### src/rtl/uart_rx_fsm.sv
// ---------------------------------------------------------------------------
// uart_rx_fsm
//
// Receive side of the UART. The asynchronous serial line is brought into the
// clock domain through a two-flop synchronizer. The line is then oversampled
// by a bit-period counter. A start bit is confirmed at its middle. Eight data
// bits are shifted in LSB-first, and the stop bit is checked. A good frame
// updates data_out together with a one-cycle valid pulse. A low stop bit
// raises a one-cycle frame_err pulse instead, and the receiver then parks
// until the line returns high.
//
// Output handshake: valid is a strobe with no back-pressure. The consumer
// must capture data_out in the cycle valid is high. data_out then holds that
// byte until the next good frame. valid and frame_err are never high in the
// same cycle.
//
// Parameters
//   divisor    clock cycles per bit period (4 .. 65536)
//
// Ports
//   clk        system clock, rising edge
//   RSTn       asynchronous active-low reset
//   RX         serial input, asynchronous to clk, idle high
//   data_out   last correctly framed byte
//   valid      one-cycle pulse, data_out updated this cycle
//   frame_err  one-cycle pulse, stop bit sampled low (byte discarded)
//   busy       high whenever the receiver is not idle
//   dbg_state  current FSM state (debug visibility)
// ---------------------------------------------------------------------------
module uart_rx_fsm #(
  parameter int unsigned divisor = 10
) (
  input  logic       clk,
  input  logic       RSTn,
  input  logic       RX,
  output logic [7:0] data_out,
  output logic       valid,
  output logic       frame_err,
  output logic       busy,
  output logic [2:0] dbg_state
);

  typedef enum logic [2:0] {
    S_IDLE  = 3'd0,
    S_START = 3'd1,
    S_DATA  = 3'd2,
    S_STOP  = 3'd3,
    S_BREAK = 3'd4
  } state_e;

  // Terminal counts of the bit-period counter. The start bit is checked
  // half a period in. Every later bit is checked one full period after the
  // previous sample, so all samples land mid-bit.
  localparam logic [15:0] HalfM1 = 16'((divisor >> 1) - 1);
  localparam logic [15:0] DivM1  = 16'(divisor - 1);

  // Synchronizer. Both stages reset high so that the line looks idle
  // straight out of reset.
  logic sync1_q;
  logic sync2_q;
  logic rx_s;

  always_ff @(posedge clk or negedge RSTn) begin
    if (!RSTn) begin
      sync1_q <= 1'b1;
      sync2_q <= 1'b1;
    end else begin
      sync1_q <= RX;
      sync2_q <= sync1_q;
    end
  end

  assign rx_s = sync2_q;

  // State and datapath registers
  state_e      state_q,    state_d;
  logic [15:0] baud_cnt_q, baud_cnt_d;
  logic [3:0]  bit_cnt_q,  bit_cnt_d;
  logic [7:0]  shift_q,    shift_d;
  logic [7:0]  data_q,     data_d;
  logic        valid_q,    valid_d;
  logic        ferr_q,     ferr_d;

  logic start_sample;
  logic bit_sample;

  assign start_sample = (baud_cnt_q == HalfM1);
  assign bit_sample   = (baud_cnt_q == DivM1);

  always_ff @(posedge clk or negedge RSTn) begin
    if (!RSTn) begin
      state_q    <= S_IDLE;
      baud_cnt_q <= 16'd0;
      bit_cnt_q  <= 4'd0;
      shift_q    <= 8'h00;
      data_q     <= 8'h00;
      valid_q    <= 1'b0;
      ferr_q     <= 1'b0;
    end else begin
      state_q    <= state_d;
      baud_cnt_q <= baud_cnt_d;
      bit_cnt_q  <= bit_cnt_d;
      shift_q    <= shift_d;
      data_q     <= data_d;
      valid_q    <= valid_d;
      ferr_q     <= ferr_d;
    end
  end

  // Next-state logic. baud_cnt returns to zero whenever a state is (re)entered.
  // It only runs while a bit is being timed.
  always_comb begin
    state_d    = state_q;
    baud_cnt_d = baud_cnt_q;
    bit_cnt_d  = bit_cnt_q;
    shift_d    = shift_q;
    data_d     = data_q;
    valid_d    = 1'b0;
    ferr_d     = 1'b0;

    unique case (state_q)
      S_IDLE: begin
        baud_cnt_d = 16'd0;
        if (!rx_s) begin
          state_d = S_START;
        end
      end

      S_START: begin
        if (start_sample) begin
          baud_cnt_d = 16'd0;
          if (rx_s) begin
            // Line went high again before mid start bit: treat it as a glitch.
            state_d = S_IDLE;
          end else begin
            state_d   = S_DATA;
            bit_cnt_d = 4'd0;
          end
        end else begin
          baud_cnt_d = baud_cnt_q + 16'd1;
        end
      end

      S_DATA: begin
        if (bit_sample) begin
          baud_cnt_d                = 16'd0;
          shift_d[bit_cnt_q[2:0]]   = rx_s;
          bit_cnt_d                 = bit_cnt_q + 4'd1;
          if (bit_cnt_q == 4'd7) begin
            state_d = S_STOP;
          end
        end else begin
          baud_cnt_d = baud_cnt_q + 16'd1;
        end
      end

      S_STOP: begin
        if (bit_sample) begin
          baud_cnt_d = 16'd0;
          if (rx_s) begin
            data_d  = shift_q;
            valid_d = 1'b1;
            state_d = S_IDLE;
          end else begin
            ferr_d  = 1'b1;
            state_d = S_BREAK;
          end
        end else begin
          baud_cnt_d = baud_cnt_q + 16'd1;
        end
      end

      S_BREAK: begin
        // A line held low would otherwise look like a new start bit.
        // Wait for the line to go high before re-arming.
        baud_cnt_d = 16'd0;
        if (rx_s) begin
          state_d = S_IDLE;
        end
      end

      default: begin
        state_d    = S_IDLE;
        baud_cnt_d = 16'd0;
        bit_cnt_d  = 4'd0;
      end
    endcase
  end

  assign data_out  = data_q;
  assign valid     = valid_q;
  assign frame_err = ferr_q;
  assign busy      = (state_q != S_IDLE);
  assign dbg_state = state_q;

endmodule

### config.mk
export PLATFORM = sky130hd
export DESIGN_NAME = uart_rx_fsm
export DESIGN_NICKNAME = d
export VERILOG_FILES = /design/src/rtl/uart_rx_fsm.sv
export SDC_FILE = /design/constraint.sdc
export NUM_CORES = 1
export LEC_CHECK = 0
export CORE_MARGIN = 3
export CORE_UTILIZATION = 45
export CTS_CLUSTER_DIAMETER = 100
export CTS_CLUSTER_SIZE = 28
export DETAILED_ROUTE_END_ITERATION = 7
export PLACE_DENSITY_LB_ADDON = 0.2
export SLEW_MARGIN = 20
export SYNTH_ARGS = -nofsm -noshare
export SYNTH_HDL_FRONTEND = slang
export SYNTH_SLANG_ARGS = --single-unit
### constraint.sdc
create_clock -name clk -period 4.04 [get_ports clk]
set_clock_uncertainty 0.1 [all_clocks]
set_input_delay 0.808 -clock clk [delete_from_list [all_inputs] [get_ports clk]]
set_output_delay 0.808 -clock clk [all_outputs]
set_load 0.02 [all_outputs]
## Yosys cells after proc, flatten, opt, wreduce, memory -nomap -nowiden

Index checks and enable logic that the tools add are counted.
W data, S select, Z words.

- Bitwise operators: 1
- Multiplexer cells: 25
- $add $sub $neg: 2
- Order comparisons: 2
- Reduce and logical (&&, ||, !) cells: 9
- Equal/unequal tests: 14

Operator list:

| kind | count |
|---|---|
| $mux W16 | 2 |
| $pmux W16 S2 | 1 |
| $mux W3 | 7 |
| $add A16 B1 Y16 const B | 1 |
| $eq A16 B3 Y1 const B | 1 |
| $eq A16 B4 Y1 const B | 1 |
| $pmux W3 S5 | 1 |
| $ne A2 B2 Y1 const B | 7 |
| $mux W4 | 3 |
| $pmux W4 S3 | 1 |
| $bwmux W8 | 1 |
| $mux W1 | 7 |
| $eq A3 B2 Y1 const B | 2 |
| $reduce_and A6 Y1 | 1 |
| $add A4 B1 Y4 const B | 1 |
| $eq A4 B3 Y1 const B | 1 |
| $lt A3 B4 Y1 const B | 1 |
| $reduce_and A4 Y1 | 1 |
| $demux W1 S3 | 1 |
| $eq A3 B1 Y1 const B | 1 |
| $eq A3 B3 Y1 const B | 1 |
| $ge A3 B1 Y1 const B | 1 |
| $logic_not A3 Y1 | 1 |
| $reduce_and A3 Y1 | 1 |
| other kinds (7) | 7 |

- Register bits after elaboration: 43
- Logic and storage cells: 62
- Output and inout bits: 14
- Input port bits: 3

## Logic depth before layout (Yosys ltp)

Gate-level depths: netlist of the first run.

- Word-level depth: 5
- Mapped depth: 8
- Mapped depth without buffers: 7

## Worst setup path before layout of the first run

No wires, ideal clock.

- Path kind: register to register
- Start point: register baud_cnt_q[13]
- End point: register shift_q[5]
- Path slack: 1.561 ns
- Arrival time: 2.251 ns
- Required time: 3.812 ns
- Path buffers: 1
- Stages on the path, launching flop included: 6
- Cell sequence: dfrtp_1 > or4_4 > or4_4 > buf_6 > nor4_2 > mux2_1

- Word-level cells in the longest chain between the ends: 2

Ends and longest elaborated chain:

| item | RTL line | text |
|---|---|---|
| start: declaration | 77 | `logic [15:0] baud_cnt_q, baud_cnt_d;` |
| start signal: assignment | 101 | `baud_cnt_q <= baud_cnt_d;` |
| $eq A16 B4 Y1 | 88 | `assign bit_sample = (baud_cnt_q == DivM1);` |
| $reduce_and A2 Y1 (no line) | n/a |  |
| end signal: assignment | 103 | `shift_q <= shift_d;` |
| end: declaration | 79 | `logic [7:0] shift_q, shift_d;` |

No other way between the ends.
A chain may end at the register's enable or synchronous reset.

## Final worst setup path of the first run

- Start point: register state_q[1], in the netlist dbg_state[1]
- End point: output busy

- Word-level cells in the longest chain between the ends: 1

Ends and longest elaborated chain:

| item | RTL line | text |
|---|---|---|
| start: declaration | 76 | `state_e state_q, state_d;` |
| start signal: assignment | 100 | `state_q <= state_d;` |
| $reduce_bool A3 Y1 | 193 | `assign busy = (state_q != S_IDLE);` |
| end: declaration | 39 | `output logic busy,` |

No other way between the ends.

==> impl_results.md, run 1 <==
* Worst vdd ir at 0.275 mV
* DRT iter0 DRCs at 77
* Crit Reg-Reg Endpoint: bit_cnt_q[2]
* Syn avg cell area at 10.3 µm²
* Ant. Diodes at 0
* Max FO, Critical Path at 11
* WP data required at 3130 ps
* Min-delay worst type: reg2reg
* CTS clk-pin slew, worst paths at 70 ps
* Layout Nets at 224
* DIE HEIGHT at 73.5 µm
* Unrepaired setup endpoints after global routing: no
* CP Capture Type: primary output
* GRT Total Usage at 0.158
* CTS H-tree lvls at 2
* # DRC at 0
* Worst Reg-to-Reg Cells at 5
* Layout cell share with drive strength beyond 1 at 0.124
* Cells along the critical path: or3_1 -> clkdlybuf4s50_1
* Fin Setup TNS at 0 ps
* Area of the mapped netlist at 0.00205 mm²
* Synth Instances at 200
* Largest net degree at the start of global routing at 44
* YS warnings at 0
* Clk Latency, worst-skew pair at 290 ps
* Ys async rst share at 1.00
* Post-CTS Setup Inserts at 0
* Worst slew pin tran at 920 ps
* Commonest cells in the netlist: 41 x dfrtp_1, 38 x nand2_1, 27 x nor2_1
* DP Cell Count at 260
* Post-synth EDFFs at 0
* Post-Route WL at 3.67 mm
* Post-synth top area cell: dfrtp_1
* WP buf/inv at 1
* Primary FF master, synth: dfrtp_1
* Die X at 73.5 µm
* Setup violators final at 0
* CP max stage cell: clkdlybuf4s50_1
* Setup crit start kind: register
* Worst Hold Margin at 261 ps
* Root buf cell: clkbuf_8
* Number of antenna violations at the first check in global routing at 0
* HPWL Detailed at 2.51 mm
* Leak Pwr at 1.10 nW
* R2R setup slack at 1480 ps
* Slowest cell delay on critical path at 540 ps
* Worst Hold Depth at 0
* RD Place Congestion at 0.761
* Core area at 0.00420 mm²
* Grt ovf at 0
* Antenna-violating nets left at 0
* Port Buffers at 16
* Cts repair resizes at 0
* Min Tclk post-route at 2610 ps
* Worst r2r src: baud_cnt_q[13]
* Hold Path End: rx_s
* # IOs at 17
* DR pass1 iterations at 4
* Vias post-DR at 1452
* Delay-heaviest family, CP: buffers and inverters
* Final Hold Fails at 0
* Synth top area share at 0.500
* Num CTS Buffers at 5
* Max Slew Vio Count at 0
* Power per cell area at 480 mW/mm²
* Max Fclk at 384 MHz
* Vias per cell at 5.42
* Crit path kind: reg2out
* Wire length per cell at 13.7 µm
* First-pass GRT wire length at 6.68 mm
* Synth top area cells: dfrtp_1 50%, nand2_1 6.9%, nor2_1 4.9%
* Starting Density at 0.489
* Die area at 0.00541 mm²
* CTS tree: built
* Cell row count at 23
* Hold_sp: sync1_q
* Synth unique cells at 41
* Clk sinks at 43
* Layout area overhead at 14.4%
* Data arrival, critical path at 1700 ps
* Post-synthesis sequential area ratio at 0.525
* Tcrit/Tclk final at 0.645
* Final cell count without fillers at 268
* Vias in the first global route at 1479
* Clk buf depth at 2
* Syn_nets at 207
* Most frequent cell after synthesis: dfrtp_1
* Max_slew headroom at 0.387
* Max cap viols at 0
* CTS Hold Bufs at 0
* Status: completed
* Number of synthesized register bits at 43
## where the power goes
| group | internal (mW) | total, mW | switching [mW] |
|---|---|---|---|
| sequential | 0.464 | 0.530 | 0.0655 |
| combinational | 0.104 | 0.255 | 0.151 |
| clock | 0.200 | 0.343 | 0.143 |
| total | 0.768 | 1.13 | 0.359 |
## worst max-delay path by stage
stage                   startpoint            to  slack [ps]  depth (start not counted)
floorplan           baud_cnt_q[13]    shift_q[5]        1560                          5
global placement    baud_cnt_q[13]  bit_cnt_q[3]        1530                          5
detailed placement  baud_cnt_q[13]  bit_cnt_q[3]        1510                          5
CTS                   dbg_state[1]          busy        1430                          2
global route        baud_cnt_q[13]  bit_cnt_q[2]        1310                          5
finish                dbg_state[1]          busy        1430                          2
## cells in the final DEF (no fill, tap or decap), drive strengths merged, types with 5 or more instances in the layout
cell           count
mux2               7
nand3b             6
nor2              27
nand3              5
nand2             38
clkdlybuf4s50     15
nor3               6
clkbuf             6
nand4              5
xor2               9
dfrtp             41
xnor2              5
## per-stage QoR
stage	cell area (µm²)	setup WS (ps)	power (mW)	util
final	2350	1430	1.13	0.559
after global routing	2350	1310	1.20	0.559
after floorplan	2050	1560	0.712	-
after global placement	2230	1530	0.788	0.531
after CTS	2350	1430	1.14	0.559
after detailed placement	2230	1510	0.797	0.531
## routing by layer
layer,global-route usage,vias up,routed length (µm)
met2,0.261,18,1870
met4,0.0543,0,42
met5,0,-,0
li1,-,718,-
met3,0.0451,5,118
met1,0.197,711,1650
## worst register-to-register path, stage by stage, from the launching register on
cell and delay [ps]:
dfrtp_1 430, or4_4 560, or4_4 670, o21ai_0 240, nand3b_1 200, a21bo_2 250
## flip-flops by register name (all words and copies together) (netlist names)
signal	count
dbg_state	3
bit_cnt_q	4
valid	1
rx_s	1
sync1_q	1
data_out	8
frame_err	1
baud_cnt_q	16
shift_q	8
## logic make-up (layout without fill, tap and decap cells)
family / after synthesis / after routing / share of synthesized area
compound gates: 13 / 13 / 0.0433
xor+xnor: 14 / 14 / 0.0597
fa+ha+maj: 4 / 4 / 0.0244
buf+inv: 11 / 29 / 0.0305
flops: 43 / 43 / 0.525
mux: 7 / 7 / 0.0384
simple gates: 108 / 108 / 0.278
## cell type report
cell class,instances,area [µm²]
inverter,4,15.0
timing repair buffer,17,163
sequential,43,1080
fill,387,1850
tap,50,62.6
clock buffer,6,82.6
multi-input combinational,146,912
clock inverter,2,35.0
Note: power is estimated with default switching activity, not from simulation.
==> run 2: changes to the inputs <==
==> constraint.sdc (replaced) <==
create_clock -name clk -period 2.7 [get_ports clk]
set_clock_uncertainty 0.1 [all_clocks]
set_input_delay 0.54 -clock clk [delete_from_list [all_inputs] [get_ports clk]]
set_output_delay 0.54 -clock clk [all_outputs]
set_load 0.02 [all_outputs]
==> run 2 against run 1 <==
Against the previous run: hold slack got worse by 3.5 ps; combinational power increased by 49%; clock power increased by 17%; sequential power increased by 49%; highest routed layer unchanged; count of clock-buffer cells in the layout decreased by 1; largest power group unchanged.
==> impl_results.md, run 2 (synthesis gave the netlist of run 1 again) <==
* Post-Route WL at 3.58 mm
* Num CTS Buffers at 5
* Status: completed
* CTS Hold Bufs at 0
* Max FO, Critical Path at 13
* Core area at 0.00420 mm²
* Layout area overhead at 13.0%
* WP data required at 2790 ps
* R2R setup slack at 150 ps
* Crit Reg-Reg Endpoint: bit_cnt_q[2]
* Data arrival, critical path at 2640 ps
* Cts repair resizes at 0
* Antenna-violating nets left at 0
* RD Place Congestion at 0.827
* Ant. Diodes at 0
* Port Buffers at 16
* CTS H-tree lvls at 2
* Commonest non-fill, non-tap cell in the layout: dfrtp_1
* Vias post-DR at 1436
* Worst setup margin at 155 ps
* Vias per cell at 5.36
* DR pass1 iterations at 4
* Worst vdd ir at 0.341 mV
* Grt ovf at 0
* Cells along the critical path: or4_4 -> or4_4 -> o21ai_0 -> nand3b_1 -> a21bo_2
* CTS tree: built
* # DRC at 0
* Biggest register: baud_cnt_q
* Crit-path most repeated cell: or4_4
* Die X at 73.5 µm
* Die area at 0.00541 mm²
* Min-delay worst type: reg2reg
* Setup crit start kind: register
* Clk buf depth at 2
* Hold Path End: rx_s
* Commonest non-fill, non-tap cells in the layout: 41 x dfrtp_1, 38 x nand2_1, 27 x nor2_1
* Crit path kind: reg2reg
* Power per cell area at 678 mW/mm²
* Largest net degree at the start of global routing at 44
* Worst Reg-to-Reg Cells at 5
* Min Tclk post-route at 2550 ps
* Clk Latency, worst-skew pair at 290 ps
* Setup violators final at 0
* Max Fclk at 393 MHz
* Worst r2r src: baud_cnt_q[13]
* First-pass GRT wire length at 6.39 mm
* Fin Setup TNS at 0 ps
* HPWL Detailed at 2.48 mm
* Cell row count at 23
* Worst slew pin tran at 927 ps
* Tcrit/Tclk final at 0.943
* Vias in the first global route at 1412
* Max cap viols at 0
* DIE HEIGHT at 73.5 µm
* Slowest cell delay on critical path at 670 ps
* Leak Pwr at 1.08 nW
* Max Slew Vio Count at 0
* Clk sinks at 43
* # IOs at 17
* Layout cell share with drive strength beyond 1 at 0.124
* Unrepaired setup endpoints after global routing: no
* Max FFs per register at 16
* Root buf cell: clkbuf_8
* Number of antenna violations at the first check in global routing at 0
* Max_slew headroom at 0.382
* Hold_sp: sync1_q
* Worst Hold Depth at 0
* GRT Total Usage at 0.150
* Layout Nets at 224
* CTS clk-pin slew, worst paths at 90 ps
* DRT iter0 DRCs at 69
* Wire length per cell at 13.4 µm
* Starting Density at 0.489
* CP max stage cell: or4_4
* Final Hold Fails at 0
* Post-CTS Setup Inserts at 0
* DP Worst Slack at 158 ps
* CP Capture Type: register
[run 2: cell types whose count changed in the layout (fill, tap and decap cells not counted)]
| cell | change |
|---|---|
| clkbuf_8 | -1 |
| bufinv_16 | -1 |
| clkinvlp_4 | +2 |
[run 2: cell type report]
class	count	area (µm²)
Clock inverter	3	20.0
Clock buffer	5	68.8
Fill cell	374	1880
Multi-Input combinational cell	146	912
Tap cell	50	62.6
Inverter	4	15.0
Timing Repair Buffer	17	163
Sequential cell	43	1080
[run 2: worst max path at each step]
| stage | from | endpoint | slack (ps) | cells past startpoint |
|---|---|---|---|---|
| final | baud_cnt_q[13] | bit_cnt_q[2] | 150 | 5 |
| after detailed placement | baud_cnt_q[13] | shift_q[2] | 160 | 5 |
| after global routing | baud_cnt_q[13] | shift_q[2] | 40 | 5 |
| after global placement | baud_cnt_q[13] | shift_q[6] | 200 | 5 |
| after floorplan | baud_cnt_q[13] | shift_q[5] | 220 | 5 |
| after CTS | baud_cnt_q[13] | shift_q[2] | 160 | 5 |
[run 2: worst max-delay path, delay by kind of cell, from the launching register on]
kind	cells	cell delay, ps
simple gates	3	1420
compound gates	2	510
flops	1	430
[run 2: per-stage QoR]
step	power, mW	area, µm²	utilization	hold WS, ps	std cells
after floorplan	1.06	2050	-	144	200
after global placement	1.18	2230	0.531	246	260
after detailed placement	1.19	2230	0.531	247	260
after CTS	1.59	2320	0.552	258	268
after global routing	1.67	2320	0.552	262	268
final	1.57	2320	0.552	258	268
[run 2: where the power goes]
part / internal [mW] / switching (mW) / total, mW
Sequential: 0.694 / 0.0950 / 0.789
Clock: 0.180 / 0.222 / 0.402
Combinational: 0.155 / 0.225 / 0.381
Total: 1.03 / 0.543 / 1.57
[run 2: routing by layer]
metal  vias to the layer above  share of wire  track usage
met5                         -              0            0
met4                         0          0.011       0.0362
met3                         5          0.032       0.0328
met2                        14           0.52        0.264
met1                       700           0.44        0.185
li1                        717              -            -
